===== src/rtl/varicode_stream_decoder.sv =====
// Serial PSK31 Varicode word decoder: bit accumulator, registered lookup, output FIFO.
// Define VARICODE_CTRL_EN to add LF (11101) and CR (11111) to the code table.
module varicode_stream_decoder #(
    parameter int MAX_LEN    = 10,
    parameter int FIFO_DEPTH = 4,
    parameter int CW         = $clog2(MAX_LEN + 2)
) (
    input  logic       clk,
    input  logic       rst,
    input  logic       en,
    input  logic       bit_in,
    input  logic       bit_valid,
    output logic [7:0] out_data,
    output logic       out_valid,
    input  logic       out_ready,
    output logic       err_unknown,
    output logic       err_overlong,
    output logic       fifo_ovf
);
    localparam int AW = $clog2(FIFO_DEPTH);
    localparam logic [CW-1:0] LMAX  = CW'(MAX_LEN);
    localparam logic [CW-1:0] LMAX1 = CW'(MAX_LEN - 1);

    typedef enum logic [2:0] {
        HUNT,
        CODE,
        ZERO,
        DISCARD,
        DISC_Z
    } state_t;

    // Codes for 0x20..0x7F, right-aligned; every code starts and ends with 1.
    localparam logic [9:0] VC [0:95] = '{
        10'b1,
        10'b111111111,
        10'b101011111,
        10'b111110101,
        10'b111011011,
        10'b1011010101,
        10'b1010111011,
        10'b101111111,
        10'b11111011,
        10'b11110111,
        10'b101101111,
        10'b111011111,
        10'b1110101,
        10'b110101,
        10'b1010111,
        10'b110101111,
        10'b10110111,
        10'b10111101,
        10'b11101101,
        10'b11111111,
        10'b101110111,
        10'b101011011,
        10'b101101011,
        10'b110101101,
        10'b110101011,
        10'b110110111,
        10'b11110101,
        10'b110111101,
        10'b111101101,
        10'b1010101,
        10'b111010111,
        10'b1010101111,
        10'b1010111101,
        10'b1111101,
        10'b11101011,
        10'b10101101,
        10'b10110101,
        10'b1110111,
        10'b11011011,
        10'b11111101,
        10'b101010101,
        10'b1111111,
        10'b111111101,
        10'b101111101,
        10'b11010111,
        10'b10111011,
        10'b11011101,
        10'b10101011,
        10'b11010101,
        10'b111011101,
        10'b10101111,
        10'b1101111,
        10'b1101101,
        10'b101010111,
        10'b110110101,
        10'b101011101,
        10'b101110101,
        10'b101111011,
        10'b1010101101,
        10'b111110111,
        10'b111101111,
        10'b111111011,
        10'b1010111111,
        10'b101101101,
        10'b1011011111,
        10'b1011,
        10'b1011111,
        10'b101111,
        10'b101101,
        10'b11,
        10'b111101,
        10'b1011011,
        10'b101011,
        10'b1101,
        10'b111101011,
        10'b10111111,
        10'b11011,
        10'b111011,
        10'b1111,
        10'b111,
        10'b111111,
        10'b110111111,
        10'b10101,
        10'b10111,
        10'b101,
        10'b110111,
        10'b1111011,
        10'b1101011,
        10'b11011111,
        10'b1011101,
        10'b111010101,
        10'b1010110111,
        10'b110111011,
        10'b1010110101,
        10'b1011010111,
        10'b1110110101
    };

    function automatic int vc_len(input logic [9:0] v);
        int n;
        n = 0;
        for (int j = 0; j < 10; j++) begin
            if (v[j]) n = j + 1;
        end
        return n;
    endfunction

    state_t               state, state_n;
    logic [MAX_LEN-1:0]   sr, sr_n;
    logic [CW-1:0]        len, len_n;
    logic                 done, ovl;

    logic                 lk_valid;
    logic [MAX_LEN-1:0]   lk_sr;
    logic [CW-1:0]        lk_len;
    logic [15:0]          lk_key;
    logic                 hit;
    logic [7:0]           hit_ch;
    logic                 push;

    logic [7:0]           mem [FIFO_DEPTH];
    logic [AW-1:0]        wptr, rptr, rnx;
    logic [AW:0]          count, keep;
    logic                 pop, full, wr;

    always_comb begin
        state_n = state;
        sr_n    = sr;
        len_n   = len;
        done    = 1'b0;
        ovl     = 1'b0;
        if (!en) begin
            state_n = HUNT;
            sr_n    = '0;
            len_n   = '0;
        end else if (bit_valid) begin
            unique case (state)
                HUNT: begin
                    if (bit_in) begin
                        sr_n    = MAX_LEN'(1);
                        len_n   = CW'(1);
                        state_n = CODE;
                    end
                end
                CODE: begin
                    if (!bit_in) begin
                        state_n = ZERO;
                    end else if (len == LMAX) begin
                        ovl     = 1'b1;
                        sr_n    = '0;
                        len_n   = '0;
                        state_n = DISCARD;
                    end else begin
                        sr_n  = {sr[MAX_LEN-2:0], 1'b1};
                        len_n = len + CW'(1);
                    end
                end
                ZERO: begin
                    if (!bit_in) begin
                        done    = 1'b1;
                        sr_n    = '0;
                        len_n   = '0;
                        state_n = HUNT;
                    end else if (len >= LMAX1) begin
                        ovl     = 1'b1;
                        sr_n    = '0;
                        len_n   = '0;
                        state_n = DISCARD;
                    end else begin
                        sr_n    = {sr[MAX_LEN-3:0], 2'b01};
                        len_n   = len + CW'(2);
                        state_n = CODE;
                    end
                end
                DISCARD: begin
                    if (!bit_in) state_n = DISC_Z;
                end
                DISC_Z: begin
                    state_n = bit_in ? DISCARD : HUNT;
                end
                default: state_n = HUNT;
            endcase
        end
    end

    always_ff @(posedge clk) begin
        if (rst) begin
            state        <= HUNT;
            sr           <= '0;
            len          <= '0;
            lk_valid     <= 1'b0;
            lk_sr        <= '0;
            lk_len       <= '0;
            err_unknown  <= 1'b0;
            err_overlong <= 1'b0;
        end else begin
            state        <= state_n;
            sr           <= sr_n;
            len          <= len_n;
            lk_valid     <= done;
            lk_sr        <= sr;
            lk_len       <= len;
            err_unknown  <= lk_valid & ~hit;
            err_overlong <= ovl;
        end
    end

    assign lk_key = 16'(lk_sr);

    always_comb begin
        hit    = 1'b0;
        hit_ch = 8'h00;
        for (int i = 0; i < 96; i++) begin
            if (int'(lk_len) == vc_len(VC[i]) && lk_key == 16'(VC[i])) begin
                hit    = 1'b1;
                hit_ch = 8'(32 + i);
            end
        end
`ifdef VARICODE_CTRL_EN
        if (lk_len == CW'(5) && lk_key == 16'b11101) begin
            hit    = 1'b1;
            hit_ch = 8'h0A;
        end
        if (lk_len == CW'(5) && lk_key == 16'b11111) begin
            hit    = 1'b1;
            hit_ch = 8'h0D;
        end
`endif
    end

    assign push = lk_valid & hit;

    // Head register shows only entries present before this edge, so a fresh
    // push becomes visible one cycle after it lands.
    assign pop  = out_valid & out_ready;
    assign full = count == (AW+1)'(FIFO_DEPTH);
    assign wr   = push & (~full | pop);
    assign keep = count - (AW+1)'(pop);
    assign rnx  = rptr + AW'(pop);

    always_ff @(posedge clk) begin
        if (wr) mem[wptr] <= hit_ch;
    end

    always_ff @(posedge clk) begin
        if (rst) begin
            wptr      <= '0;
            rptr      <= '0;
            count     <= '0;
            out_valid <= 1'b0;
            out_data  <= 8'h00;
            fifo_ovf  <= 1'b0;
        end else begin
            if (wr) wptr <= wptr + AW'(1);
            rptr  <= rnx;
            count <= count + (AW+1)'(wr) - (AW+1)'(pop);
            if (push & full & ~pop) fifo_ovf <= 1'b1;
            out_valid <= keep != '0;
            if (keep != '0) out_data <= mem[rnx];
        end
    end
endmodule


===== config.mk =====
export PLATFORM = sky130hd
export DESIGN_NAME = varicode_stream_decoder
export DESIGN_NICKNAME = d
export VERILOG_FILES = /design/src/rtl/varicode_stream_decoder.sv
export SDC_FILE = /design/constraint.sdc
export NUM_CORES = 1
export LEC_CHECK = 0
export ABC_AREA = 1
export BUFFER_PORTS_ARGS = -buffer_cell sky130_fd_sc_hd__buf_2
export CORE_UTILIZATION = 57
export CTS_CLUSTER_DIAMETER = 40
export DETAILED_ROUTE_END_ITERATION = 8
export HOLD_SLACK_MARGIN = 0.1
export PLACE_DENSITY = 0.74
export SLEW_MARGIN = 20
export SYNTH_ARGS = -nofsm -noshare
export SYNTH_HDL_FRONTEND = slang
export SYNTH_SLANG_ARGS = --single-unit

===== constraint.sdc =====
create_clock -name clk -period 9.5 [get_ports clk]
set_clock_uncertainty 0.1 [all_clocks]
set_input_delay 0.95 -clock clk [delete_from_list [all_inputs] [get_ports clk]]
set_output_delay 0.95 -clock clk [all_outputs]
set_load 0.05 [all_outputs]

After elaboration in Yosys (flattened, before gate mapping)
Memory sizes are Yosys's and may differ from the RTL's. A register that Yosys moved wholly into a read port is not among the register bits.
Index checks and enable logic that the tools add are counted.
- register bits after elaboration: 43
- bits in writable memories: 32
- input bits: 6
- output and inout bits: 12
- word-level logic and storage cells: 475
- memories: 1
- memories (memory ; depth ; bits a word ; rd ports ; clocked after memory_dff ; write ports ; RTL line ; text):
    mem ; 4 ; 8 ; 1 ; 1 ; 1 ; 154 ; logic [7:0] mem [FIFO_DEPTH];
- add/sub/neg operators: 7
- order comparisons: 1
- eq/ne operators: 116
- muxes and demuxes: 220
- bitwise gates (word level): 13
- reductions and logical operators: 104
- operators by type and width (kind ; number):
    two-way mux 8 bit ; 95
    equality test 10 x 9 -> 1 bit, second input constant ; 34
    equality test 10 x 8 -> 1 bit, second input constant ; 20
    equality test 10 x 7 -> 1 bit, second input constant ; 13
    equality test 10 bit, second input constant ; 11
    two-way mux 1 bit ; 103
    logical AND 1 bit ; 96
    equality test 10 x 6 -> 1 bit, second input constant ; 8
    two-way mux 10 bit ; 5
    equality test 4 bit, second input constant ; 8
    equality test 10 x 4 -> 1 bit, second input constant ; 3
    equality test 10 x 5 -> 1 bit, second input constant ; 3
    case mux 10 bit (3 select lines) ; 1
    equality test 10 x 3 -> 1 bit, second input constant ; 2
    two-way mux 4 bit ; 5
    case mux 3 bit (5 select lines) ; 1
    two-way mux 3 bit ; 4
    case mux 4 bit (3 select lines) ; 1
    equality test 10 x 1 -> 1 bit, second input constant ; 1
    equality test 10 x 2 -> 1 bit, second input constant ; 1
    equality test 4 x 3 -> 1 bit, second input constant ; 2
    AND reduction 4 bit ; 2
    bitwise AND 1 bit ; 6
    equality test 3 x 2 -> 1 bit, second input constant ; 2
    other kinds (22) ; 34

Logic depth before layout (Yosys ltp)
Gate-level depths: netlist (run 1).
- depth in word-level cells: 102
- mapped depth: 29
- depth with buffers taken out: 29

Worst setup path before layout (run 1)
Ideal clock, no wire load.
- path kind: register -> register
- start: reg lk_len[2]
- end: reg count[2]
- library setup time: 0.070 ns
- arrival: 3.197 ns
- data required time: 9.330 ns
- setup slack: 6.134 ns
- cell stages (with the launch flop): 22
- path buffers: 1
- clock period less this slack: 3.366 ns
- path through: dfxtp_1 inv_2 nand2_4 inv_2 nand3_4 inv_1 clkbuf_8 a21oi_1 nand2_1 a2111oi_0 nand4_1 nor4_2 nand3_1 nand3_2 ha_1 inv_1 ha_1 inv_1 fa_1 inv_1 o21ai_0 a21oi_1
- longest elaborated chain between the ends: 102
- elaborated cells between the ends (all ways): 206
- classes of those cells: 2 x add/sub; 10 x eq/ne; 96 x mux; 2 x bitwise; 96 x reduce/logical
- ends and longest elaborated chain (what ; RTL line ; text):
    from (decl) ; 148 ; logic [CW-1:0] lk_len;
    from (signal assigned) ; 235 ; lk_len <= len;
    equality test 4 x 2 -> 1 bit ; 247 ; if (int'(lk_len) == vc_len(VC[i]) && lk_key == 16'(VC[i])) begin
    logical AND 1 bit ; 247 ;
    two-way mux 1 bit (95 in a row) ; 247 ;
    two-way mux 1 bit (*) ; 247 ;
    bitwise AND 1 bit (*) ; 264 ; assign push = lk_valid & hit;
    bitwise AND 1 bit (*) ; 270 ; assign wr = push & (~full | pop);
    adder 3 x 1 -> 3 bit (*) ; 289 ; count <= count + (AW+1)'(wr) - (AW+1)'(pop);
    subtractor 3 x 1 -> 3 bit (*) ; 289 ;
    to (signal assigned) ; 289 ;
    to (decl) ; 156 ; logic [AW:0] count, keep;
Every way passes the cells marked *; elsewhere a longest branch is shown, timed or not.
A chain may end at the register's enable or synchronous reset.

Worst setup path after layout (run 1)
- start: reg lk_sr[2]
- end: reg count[2]
- longest elaborated chain between the ends: 102
- elaborated cells between the ends (all ways): 292
- classes of those cells: 2 x add/sub; 96 x eq/ne; 96 x mux; 2 x bitwise; 96 x reduce/logical
- ends and longest elaborated chain (what ; RTL line ; text):
    from (decl) ; 147 ; logic [MAX_LEN-1:0] lk_sr;
    from (signal assigned) ; 234 ; lk_sr <= sr;
    equality test 10 x 1 -> 1 bit ; 247 ;
    logical AND 1 bit ; 247 ;
    two-way mux 1 bit (95 in a row) ; 247 ;
    two-way mux 1 bit (*) ; 247 ;
    bitwise AND 1 bit (*) ; 264 ;
    bitwise AND 1 bit (*) ; 270 ;
    adder 3 x 1 -> 3 bit (*) ; 289 ;
    subtractor 3 x 1 -> 3 bit (*) ; 289 ;
Marks and branches as above.

==> results of run 1 <==
synthesized netlist by cell type (2+ instances only):
cell	instances	area share, %
nor2_2	4	0.54
nor2_1	114	9.2
ha_1	9	2.4
a21oi_1	33	3.5
o21ai_0	20	2.1
clkbuf_8	4	1.2
dfxtp_1	50	21
a2111oi_0	4	0.75
a32o_1	7	1.5
o211ai_1	20	3.2
nand2_1	97	7.8
nor4_1	6	0.80
nor3_1	20	2.1
inv_1	105	8.4
nand3_1	19	2.0
a31oi_1	2	0.27
xnor2_1	3	0.56
edfxtp_1	28	18
nand2_2	5	0.67
and3_1	4	0.54
o41ai_1	2	0.37
o22ai_1	8	1.1
a211oi_1	4	0.64
clkbuf_1	10	0.80
nor3_2	2	0.43
nand2_4	4	0.96
inv_2	9	0.72
nor3b_1	2	0.32
nand4_1	23	3.1
clkinv_1	3	0.24
nand3_2	2	0.43
cell families after synthesis:
logic type / Yosys count / share of synthesized area (%)
AOI/OAI and AO/OA: 107 / 14.7
DFF: 78 / 39.4
and+or+nand+nor: 308 / 30.3
other: 1 / 0.0802
adders and majority gates: 10 / 2.84
xor gates and xnor gates: 4 / 0.750
buffers and inverters: 135 / 11.9
power groups by stage:
stage / Combinational (mW) / Sequential [mW] / Clock, mW
CTS: 0.166 / 0.376 / 0.260
finish: 0.165 / 0.376 / 0.253
floorplan: 0.0817 / 0.429 / 0
global placement: 0.159 / 0.382 / 0
global route: 0.178 / 0.378 / 0.270
detailed placement: 0.165 / 0.384 / 0
flip-flops by register name (all words and copies together), names as in the netlist, 3 cells and up:
name,cells
mem,28
lk_sr,10
sr,10
out_data,7
len,4
lk_len,4
count,3
state,3
placed cells by master, fill, tap and decap left out, types with 2 or more instances in the layout:
cell type    n
clkbuf_16    2
nor4_1       6
o22ai_1      8
o21ai_0     20
clkbuf_8     9
a2111oi_0    4
a21oi_1     33
nand2_1     97
nor3_1      20
nor3_2       2
a211oi_1     4
inv_4        2
edfxtp_1    28
nand3_1     19
nand2_4      4
ha_1         9
a32o_1       7
xnor2_1      2
nand3_2      2
inv_1      105
nand2_2      5
inv_6        3
dfxtp_1     50
o41ai_1      2
nor2_2       4
clkinv_2     2
nand4_1     23
o211ai_1    20
nor2_1     114
and3_1       4
clkinv_1     3
inv_2        9
buf_2       16
nor3b_1      2
a31oi_1      2
layout make-up:
| cell class | instances | share of cell area (%) |
|---|---|---|
| clock buffer | 11 | 3.47 |
| multi-input combinational | 430 | 45.7 |
| sequential | 78 | 36.8 |
| tap | 102 | 2.55 |
| clock inverter | 5 | 0.674 |
| inverter | 119 | 9.06 |
| timing repair buffer | 17 | 1.75 |
path summary, 6_finish.rpt:
check | endpoint | from
hold / removal | lk_sr[9]$_SDFF_PP0_ | sr[9]$_SDFFE_PP0P_
setup reg to reg | count[2]$_SDFF_PP0_ | lk_sr[2]$_SDFF_PP0_
hold reg to reg | lk_sr[9]$_SDFF_PP0_ | sr[9]$_SDFFE_PP0P_
setup / recovery | count[2]$_SDFF_PP0_ | lk_sr[2]$_SDFF_PP0_
metal layers:
layer	global-route usage [%]	wire [um]
met1	35.7	5000
met2	49.1	5580
met3	6.49	871
met4	11.8	355
met5	0	0
worst min-delay path: stages (launching register included):
cell and delay (ns):
dfxtp_1 0.32, inv_1 0.05, nor2_1 0.03
==> results.json, run 1 <==
{
  "die_width_um": 92.5,
  "dp_slack_ns": 5.30,
  "finalNonFillerCells": 762,
  "intPower_mw": 0.541,
  "grt_pass1_vias": 4251,
  "yosys_warnings": 0,
  "crit_path_end_kind": "flop",
  "synth_nets": 659,
  "rr_worst_depth": 21,
  "setup_slack_ns": 5.21,
  "wl_um": 11800,
  "avgSynthCellArea_um2": 7.27,
  "drt_iter0_drc": 537,
  "max-slew-margin-rel_pct": 47.0,
  "cpMostUsedCell": "inv_1",
  "drv_slew": 0,
  "dp_hpwl_um": 9000,
  "gp_congestion": 1.03,
  "rows": 32,
  "vias_per_cell": 5.89,
  "htreeDepth": 3,
  "finish.utilization_pct": 63.9,
  "path_clk_slew_ns": 0.09,
  "drive_above_1_share_pct": 10.2,
  "multi_input_area_mm2": 0.00229,
  "peakVddDrop_uv": 72.3,
  "hold_path.class": "reg -> reg",
  "rsz0062_at_grt": "no",
  "hold_violations": 0,
  "diodes": 0,
  "cap_viol_max_count": 0,
  "cts_tree": "built",
  "power_frac_comb_pct": 20.7,
  "remaining_drc_errors": 0,
  "critPathKind": "reg -> reg",
  "seq_area_mm2": 0.00184,
  "switchingPower_mw": 0.252,
  "initial_utilization_pct": 59.6,
  "status": "completed",
  "drt_first_pass_iters": 6,
  "wl_per_cell_um": 15.5,
  "finalCriticalPeriod_ns": 4.29,
  "fp.coreArea_mm2": 0.00785,
  "fin_setup_tns_ns": 0,
  "crit_required_ns": 9.68,
  "ys_async_sr_fraction_pct": 0,
  "drtAntennaViolNets": 0,
  "ios": 18,
  "die_h_um": 92.5,
  "clockBufferDepth": 2,
  "syn2layout_area_growth_pct": 7.23,
  "n_fill_cell": 713,
  "grt_usage_pct": 29.1,
  "slowest_delay_ns": 0.61,
  "cts_resized": 0,
  "path_buf_inv": 5,
  "worst_pin_slew_ns": 0.791,
  "numCtsBuffers": 9,
  "postCtsSetupBuffers": 0,
  "synth-edff-count": 28,
  "antenna_found_initial": 0,
  "dieArea_mm2": 0.00856,
  "cts_sinks": 78,
  "insertion_delay_ns": 0.35,
  "path_max_fanout": 14,
  "dpl_cell_area_mm2": 0.00479,
  "fin_area_mm2": 0.00501,
  "setup_viol_count_final": 0,
  "min_path_cells": 2,
  "ys.flop_type": "dfxtp_1",
  "overflow": 0,
  "crit_slowest_cell": "a2111oi_0",
  "leakage_nw": 1.99,
  "seqPwrFrac_pct": 47.4,
  "grt_pass1_wl_um": 19500,
  "critPathTopFamily": "simple AND/OR/NAND/NOR gates",
  "r2r_setup_slack_ns": 5.21,
  "total_power_mw": 0.793,
  "ys_seq_area_share_pct": 39.4,
  "cp.depth": 21,
  "cp_data_arrival_time_ns": 4.47,
  "synth_seq_cells": 78,
  "crit_path_cell_trace": "nand2_1, nor2_1, inv_1, nor2_1, inv_1, nor2_1, a21oi_1, o211ai_1, a2111oi_0, nand4_1, nor2_1, nand3_1, nand3_2, ha_1, inv_1, ha_1, inv_1, fa_1, inv_1, o21ai_0, a21oi_1",
  "clock.fmax_mhz": 233,
  "vias": 4490,
  "timing.hold.ws_ns": 0.336,
  "holdBufCountCts": 0,
  "syn_inst": 643,
  "syn_area_mm2": 0.00467,
  "grt_max_degree": 30,
  "crit_path_start_kind": "flop",
  "place_inst": 746,
  "ys_types": 51,
  "cts-root-buf": "clkbuf_8",
  "p_sw_share_pct": 31.8,
  "clkPwrFrac_pct": 31.9,
  "final.period_utilization_pct": 45.1,
  "io_buffers": 16,
  "nets": 671,
  "cellPowerDensity_mw_per_mm2": 158
}
Power figures use the tool's default switching activity.
==> inputs of run 2 (changes only) <==
clock period = 4 ns   (was 9.5 ns; I/O delays follow)
==> run 2 against run 1 <==
  * Core utilization increased by 2.5 points
  * Clock power is 130% higher
  * Sequential cell count did not move
  * Die area unchanged
  * Fmax increased by 16%
  * Hold slack got worse by 0.17 ns
  * Sequential share of layout area fell by 1.2 points
  * Combinational power rose by 120%
  * Critical path type unchanged
  * Largest power group unchanged
==> results.json, run 2 (synthesis gave the netlist of run 1 again) <==
{
  "status": "completed",
  "leakage_nw": 2.09,
  "fin_setup_tns_ns": 0,
  "rows": 32,
  "cts_sinks": 78,
  "initial_utilization_pct": 59.6,
  "switchingPower_mw": 0.604,
  "cp_data_arrival_time_ns": 3.91,
  "nets": 689,
  "grt_usage_pct": 29.6,
  "io_buffers": 16,
  "drtAntennaViolNets": 0,
  "ios": 18,
  "die_width_um": 92.5,
  "timing.hold.ws_ns": 0.170,
  "final.period_utilization_pct": 92.8,
  "fp.coreArea_mm2": 0.00785,
  "grt_max_degree": 30,
  "rsz0062_at_grt": "yes",
  "grt_pass1_wl_um": 19800,
  "intPower_mw": 1.25,
  "clkPwrFrac_pct": 32.0,
  "clock.fmax_mhz": 269,
  "cpMostUsedCell": "inv_1",
  "critPathKind": "reg -> reg",
  "worst_pin_slew_ns": 0.702,
  "p_sw_share_pct": 32.6,
  "largest-register": "mem",
  "min_path_cells": 2,
  "vias_per_cell": 5.68,
  "remaining_drc_errors": 0,
  "drt_first_pass_iters": 7,
  "dieArea_mm2": 0.00856,
  "finalNonFillerCells": 780,
  "reg_top3": "mem: 28 flops, lk_sr: 10 flops, sr: 10 flops",
  "path_clk_slew_ns": 0.09,
  "crit_path_end_kind": "flop",
  "seqPwrFrac_pct": 48.0,
  "drive_above_1_share_pct": 15.0,
  "peakVddDrop_uv": 245,
  "die_h_um": 92.5,
  "numCtsBuffers": 9,
  "holdBufCountCts": 0,
  "mostFrequentLayoutCells": "nor2_1 (111), inv_1 (104), nand2_1 (97)",
  "n_fill_cell": 685,
  "crit_path_start_kind": "flop",
  "path_max_fanout": 6,
  "hold_violations": 0,
  "diodes": 0,
  "total_power_mw": 1.85,
  "drv_slew": 0,
  "setup_viol_count_final": 0,
  "htreeDepth": 3,
  "insertion_delay_ns": 0.36,
  "fin_area_mm2": 0.00521,
  "final_common_cell": "nor2_1",
  "clockBufferDepth": 2,
  "gp_congestion": 1.05,
  "crit_required_ns": 4.19,
  "cts-root-buf": "clkbuf_8",
  "grt_pass1_vias": 4208,
  "cap_viol_max_count": 0,
  "dpl_cell_area_mm2": 0.00492,
  "multi_input_area_mm2": 0.00234,
  "hold_path.class": "in -> reg",
  "wl_um": 11900,
  "place_inst": 761,
  "largest_reg_flops": 28,
  "cellPowerDensity_mw_per_mm2": 355,
  "r2r_setup_slack_ns": 0.29,
  "antenna_found_initial": 0,
  "crit_path_cell_trace": "nor2_1, inv_1, nor2_1, inv_1, nor2_1, o41ai_1, nand4_1, nor4_4, nand3_1, nand3_2, ha_1, inv_1, ha_1, inv_1, fa_1, inv_1, o21ai_0, a21oi_1",
  "syn2layout_area_growth_pct": 11.4,
  "vias": 4427,
  "crit_slowest_cell": "o41ai_1",
  "cts_tree": "built",
  "seq_area_mm2": 0.00185,
  "dp_hpwl_um": 9040,
  "finalCriticalPeriod_ns": 3.71,
  "max-slew-margin-rel_pct": 53.0,
  "drt_iter0_drc": 452,
  "overflow": 0,
  "slowest_delay_ns": 0.48,
  "power_frac_comb_pct": 20.0,
  "rr_worst_depth": 18,
  "wl_per_cell_um": 15.3
}
## run 2: power by group through the flow
stage | Clock (mW) | Combinational, mW | Sequential (mW)
final | 0.592 | 0.371 | 0.887
after global routing | 0.642 | 0.404 | 0.894
after CTS | 0.608 | 0.369 | 0.887
after detailed placement | 0 | 0.369 | 0.906
after global placement | 0 | 0.359 | 0.903
after floorplan | 0 | 0.194 | 1.02
## run 2: layout make-up
cell class,count,share of cell area [%]
Clock buffer,10,2.86
Clock inverter,6,0.961
Inverter,119,8.72
Multi-Input combinational cell,430,45.0
Sequential cell,78,35.5
Tap cell,102,2.45
Timing Repair Buffer,35,4.52
## run 2: final timing paths
| check | from | endpoint |
|---|---|---|
| max | lk_sr[7]$_SDFF_PP0_ | count[2]$_SDFF_PP0_ |
| min reg2reg | sr[9]$_SDFFE_PP0P_ | lk_sr[9]$_SDFF_PP0_ |
| max reg2reg | lk_sr[7]$_SDFF_PP0_ | count[2]$_SDFF_PP0_ |
| min | bit_in | lk_valid$_SDFF_PP0_ |
## run 2: through the flow
| step | utilization, % | setup WS [ns] |
|---|---|---|
| after floorplan | - | 0.634 |
| after global placement | 62.7 | 0.228 |
| after detailed placement | 62.7 | 0.0500 |
| after CTS | 65.2 | 0.0328 |
| after global routing | 66.4 | -0.0437 |
| final | 66.4 | 0.287 |
## run 2: worst max-delay path: cells and delay by family, from the launching register on
kind            cells  cell delay [ns]
simple gates        7             1.26
fa+ha+maj           3             0.73
compound gates      3             0.69
flops               1             0.44
buf+inv             5             0.43
## run 2: metal layers
metal  vias up  GRT usage, %  share of wire [%]  wire [um]
met5         -             0                  0          0
met4         0          11.1                2.4        281
met3        31          6.90                7.4        879
met2       168          48.3                 47       5560
met1      2030          38.0                 44       5190
li1       2198             -                  -          -
## run 2: repair_timing
action                                  CTS  global route
resized for setup                         0            20
setup buffers                             0             3
endpoints found under the setup margin    0             6
==> inputs of run 3 (changes only) <==
clock period = 4.4 ns   (was 4 ns; I/O delays follow)
==> run 3 against run 2 <==
  * Sequential power decreased by 8.9%
  * Fmax decreased by 9.5%
  * Hold slack improved by 0.054 ns
  * Highest routed layer unchanged
  * Critical endpoint unchanged
  * Via count increased by 1.3%
==> results.json, run 3 (synthesis gave the netlist of run 1 again) <==
{
  "cpMostUsedCell": "inv_1",
  "fp.coreArea_mm2": 0.00785,
  "cap_viol_max_count": 0,
  "path_max_fanout": 13,
  "largest-register": "mem",
  "largest_reg_flops": 28,
  "dp_hpwl_um": 9160,
  "wl_um": 12000,
  "nets": 681,
  "reg_top3": "mem: 28 flops, lk_sr: 10 flops, sr: 10 flops",
  "crit_path_cell_trace": "nor2_2, nand3_4, inv_1, buf_4, nand2_1, nand2_1, a2111oi_1, nand4_1, nor2_1, nand3_1, nand3_2, ha_1, inv_1, ha_1, inv_1, fa_1, inv_1, o21ai_0, a21oi_1",
  "dieArea_mm2": 0.00856,
  "cts_resized": 0,
  "setup_viol_count_final": 0,
  "cts_tree": "built",
  "crit_slowest_cell": "a2111oi_1",
  "antenna_found_initial": 0,
  "slowest_delay_ns": 0.59,
  "cp_data_arrival_time_ns": 4.28,
  "cellPowerDensity_mw_per_mm2": 328,
  "peakVddDrop_uv": 158,
  "path_buf_inv": 5,
  "path_clk_slew_ns": 0.08,
  "wl_per_cell_um": 15.6,
  "drv_slew": 0,
  "final.period_utilization_pct": 93.2,
  "leakage_nw": 2.03,
  "crit_path_end_kind": "flop",
  "grt_pass1_wl_um": 19900,
  "rows": 32,
  "grt_max_degree": 30,
  "mostFrequentLayoutCells": "nor2_1 (114), inv_1 (104), nand2_1 (97)",
  "cts_sinks": 78,
  "status": "completed",
  "grt_pass1_vias": 4303,
  "finalCriticalPeriod_ns": 4.10,
  "ios": 18,
  "fin_setup_tns_ns": 0,
  "drtAntennaViolNets": 0,
  "htreeDepth": 3,
  "syn2layout_area_growth_pct": 8.70,
  "crit_required_ns": 4.58,
  "die_h_um": 92.5,
  "initial_utilization_pct": 59.6,
  "overflow": 0,
  "grt_usage_pct": 29.7,
  "worst_pin_slew_ns": 0.727,
  "holdBufCountCts": 0,
  "die_width_um": 92.5,
  "final_common_cell": "nor2_1",
  "io_buffers": 16,
  "gp_congestion": 1.05,
  "hold_violations": 0,
  "hold_path.class": "in -> reg",
  "drt_first_pass_iters": 5,
  "vias": 4485,
  "numCtsBuffers": 9,
  "postCtsSetupBuffers": 0,
  "max-slew-margin-rel_pct": 51.3,
  "critPathKind": "reg -> reg",
  "drt_iter0_drc": 412,
  "vias_per_cell": 5.81,
  "cts-root-buf": "clkbuf_8",
  "clock.fmax_mhz": 244,
  "remaining_drc_errors": 0,
  "total_power_mw": 1.67,
  "crit_path_start_kind": "flop",
  "insertion_delay_ns": 0.34,
  "clockBufferDepth": 2,
  "diodes": 0,
  "drive_above_1_share_pct": 11.5,
  "rsz0062_at_grt": "no",
  "critPathTopFamily": "simple AND/OR/NAND/NOR gates"
}
-- run 3: cell count changes in the layout (fill, tap and decap cells not counted), moves of 2 or more --
cell	previous run	this run
dfxtp_1	44	50
dfxtp_2	6	0
nor2_1	111	114
nor2_2	7	4
clkbuf_1	0	2
buf_4	18	11
nor4_1	4	6
-- run 3: power breakdown --
part           total (mW)  internal [mW]  switching [mW]
combinational       0.344          0.104           0.240
sequential          0.808          0.782          0.0259
clock               0.516          0.259           0.257
-- run 3: cell type report --
type / count / area [um^2]
fill: 729 / 2770
multi-input combinational: 430 / 2300
sequential: 78 / 1840
inverter: 119 / 454
clock buffer: 13 / 170
timing repair buffer: 27 / 163
tap: 102 / 128
clock inverter: 3 / 23.8
-- run 3: through the flow --
| step | area (um^2) | utilization, % | hold slack (ns) | setup WS, ns | cells |
|---|---|---|---|---|---|
| final | 5080 | 64.7 | 0.225 | 0.299 | 772 |
| after global routing | 5080 | 64.7 | 0.233 | 0.0376 | 772 |
| after CTS | 5060 | 64.5 | 0.207 | 0.219 | 772 |
| after detailed placement | 4870 | 62.0 | 0.317 | 0.254 | 756 |
| after global placement | 4870 | 62.0 | 0.312 | 0.158 | 756 |
| after floorplan | 4670 | - | 0.303 | 1.03 | 643 |
-- run 3: worst reg2reg max path: cells and delay by family (launching register included) --
| kind | cells | cell delay [ns] |
|---|---|---|
| simple gates | 8 | 1.27 |
| compound gates | 3 | 0.80 |
| fa+ha+maj | 3 | 0.75 |
| buf+inv | 5 | 0.67 |
| flops | 1 | 0.44 |
-- run 3: path summary, 6_finish.rpt --
path / from / end / slack [ns] / depth (start not counted)
max: lk_len[1]$_SDFF_PP0_ / count[2]$_SDFF_PP0_ / 0.30 / 19
min: bit_in / lk_valid$_SDFF_PP0_ / 0.22 / 2
max reg2reg: lk_len[1]$_SDFF_PP0_ / count[2]$_SDFF_PP0_ / 0.30 / 19
min reg2reg: sr[9]$_SDFFE_PP0P_ / lk_sr[9]$_SDFF_PP0_ / 0.34 / 2
-- run 3: routing by layer --
layer  track usage, %  vias to the layer above  part of all wire, %
li1                 -                     2190                    -
met2             51.0                      213                   48
met4             12.5                        0                  2.7
met3             5.01                       40                  7.2
met1             36.7                     2042                   42
met5                0                        -                    0
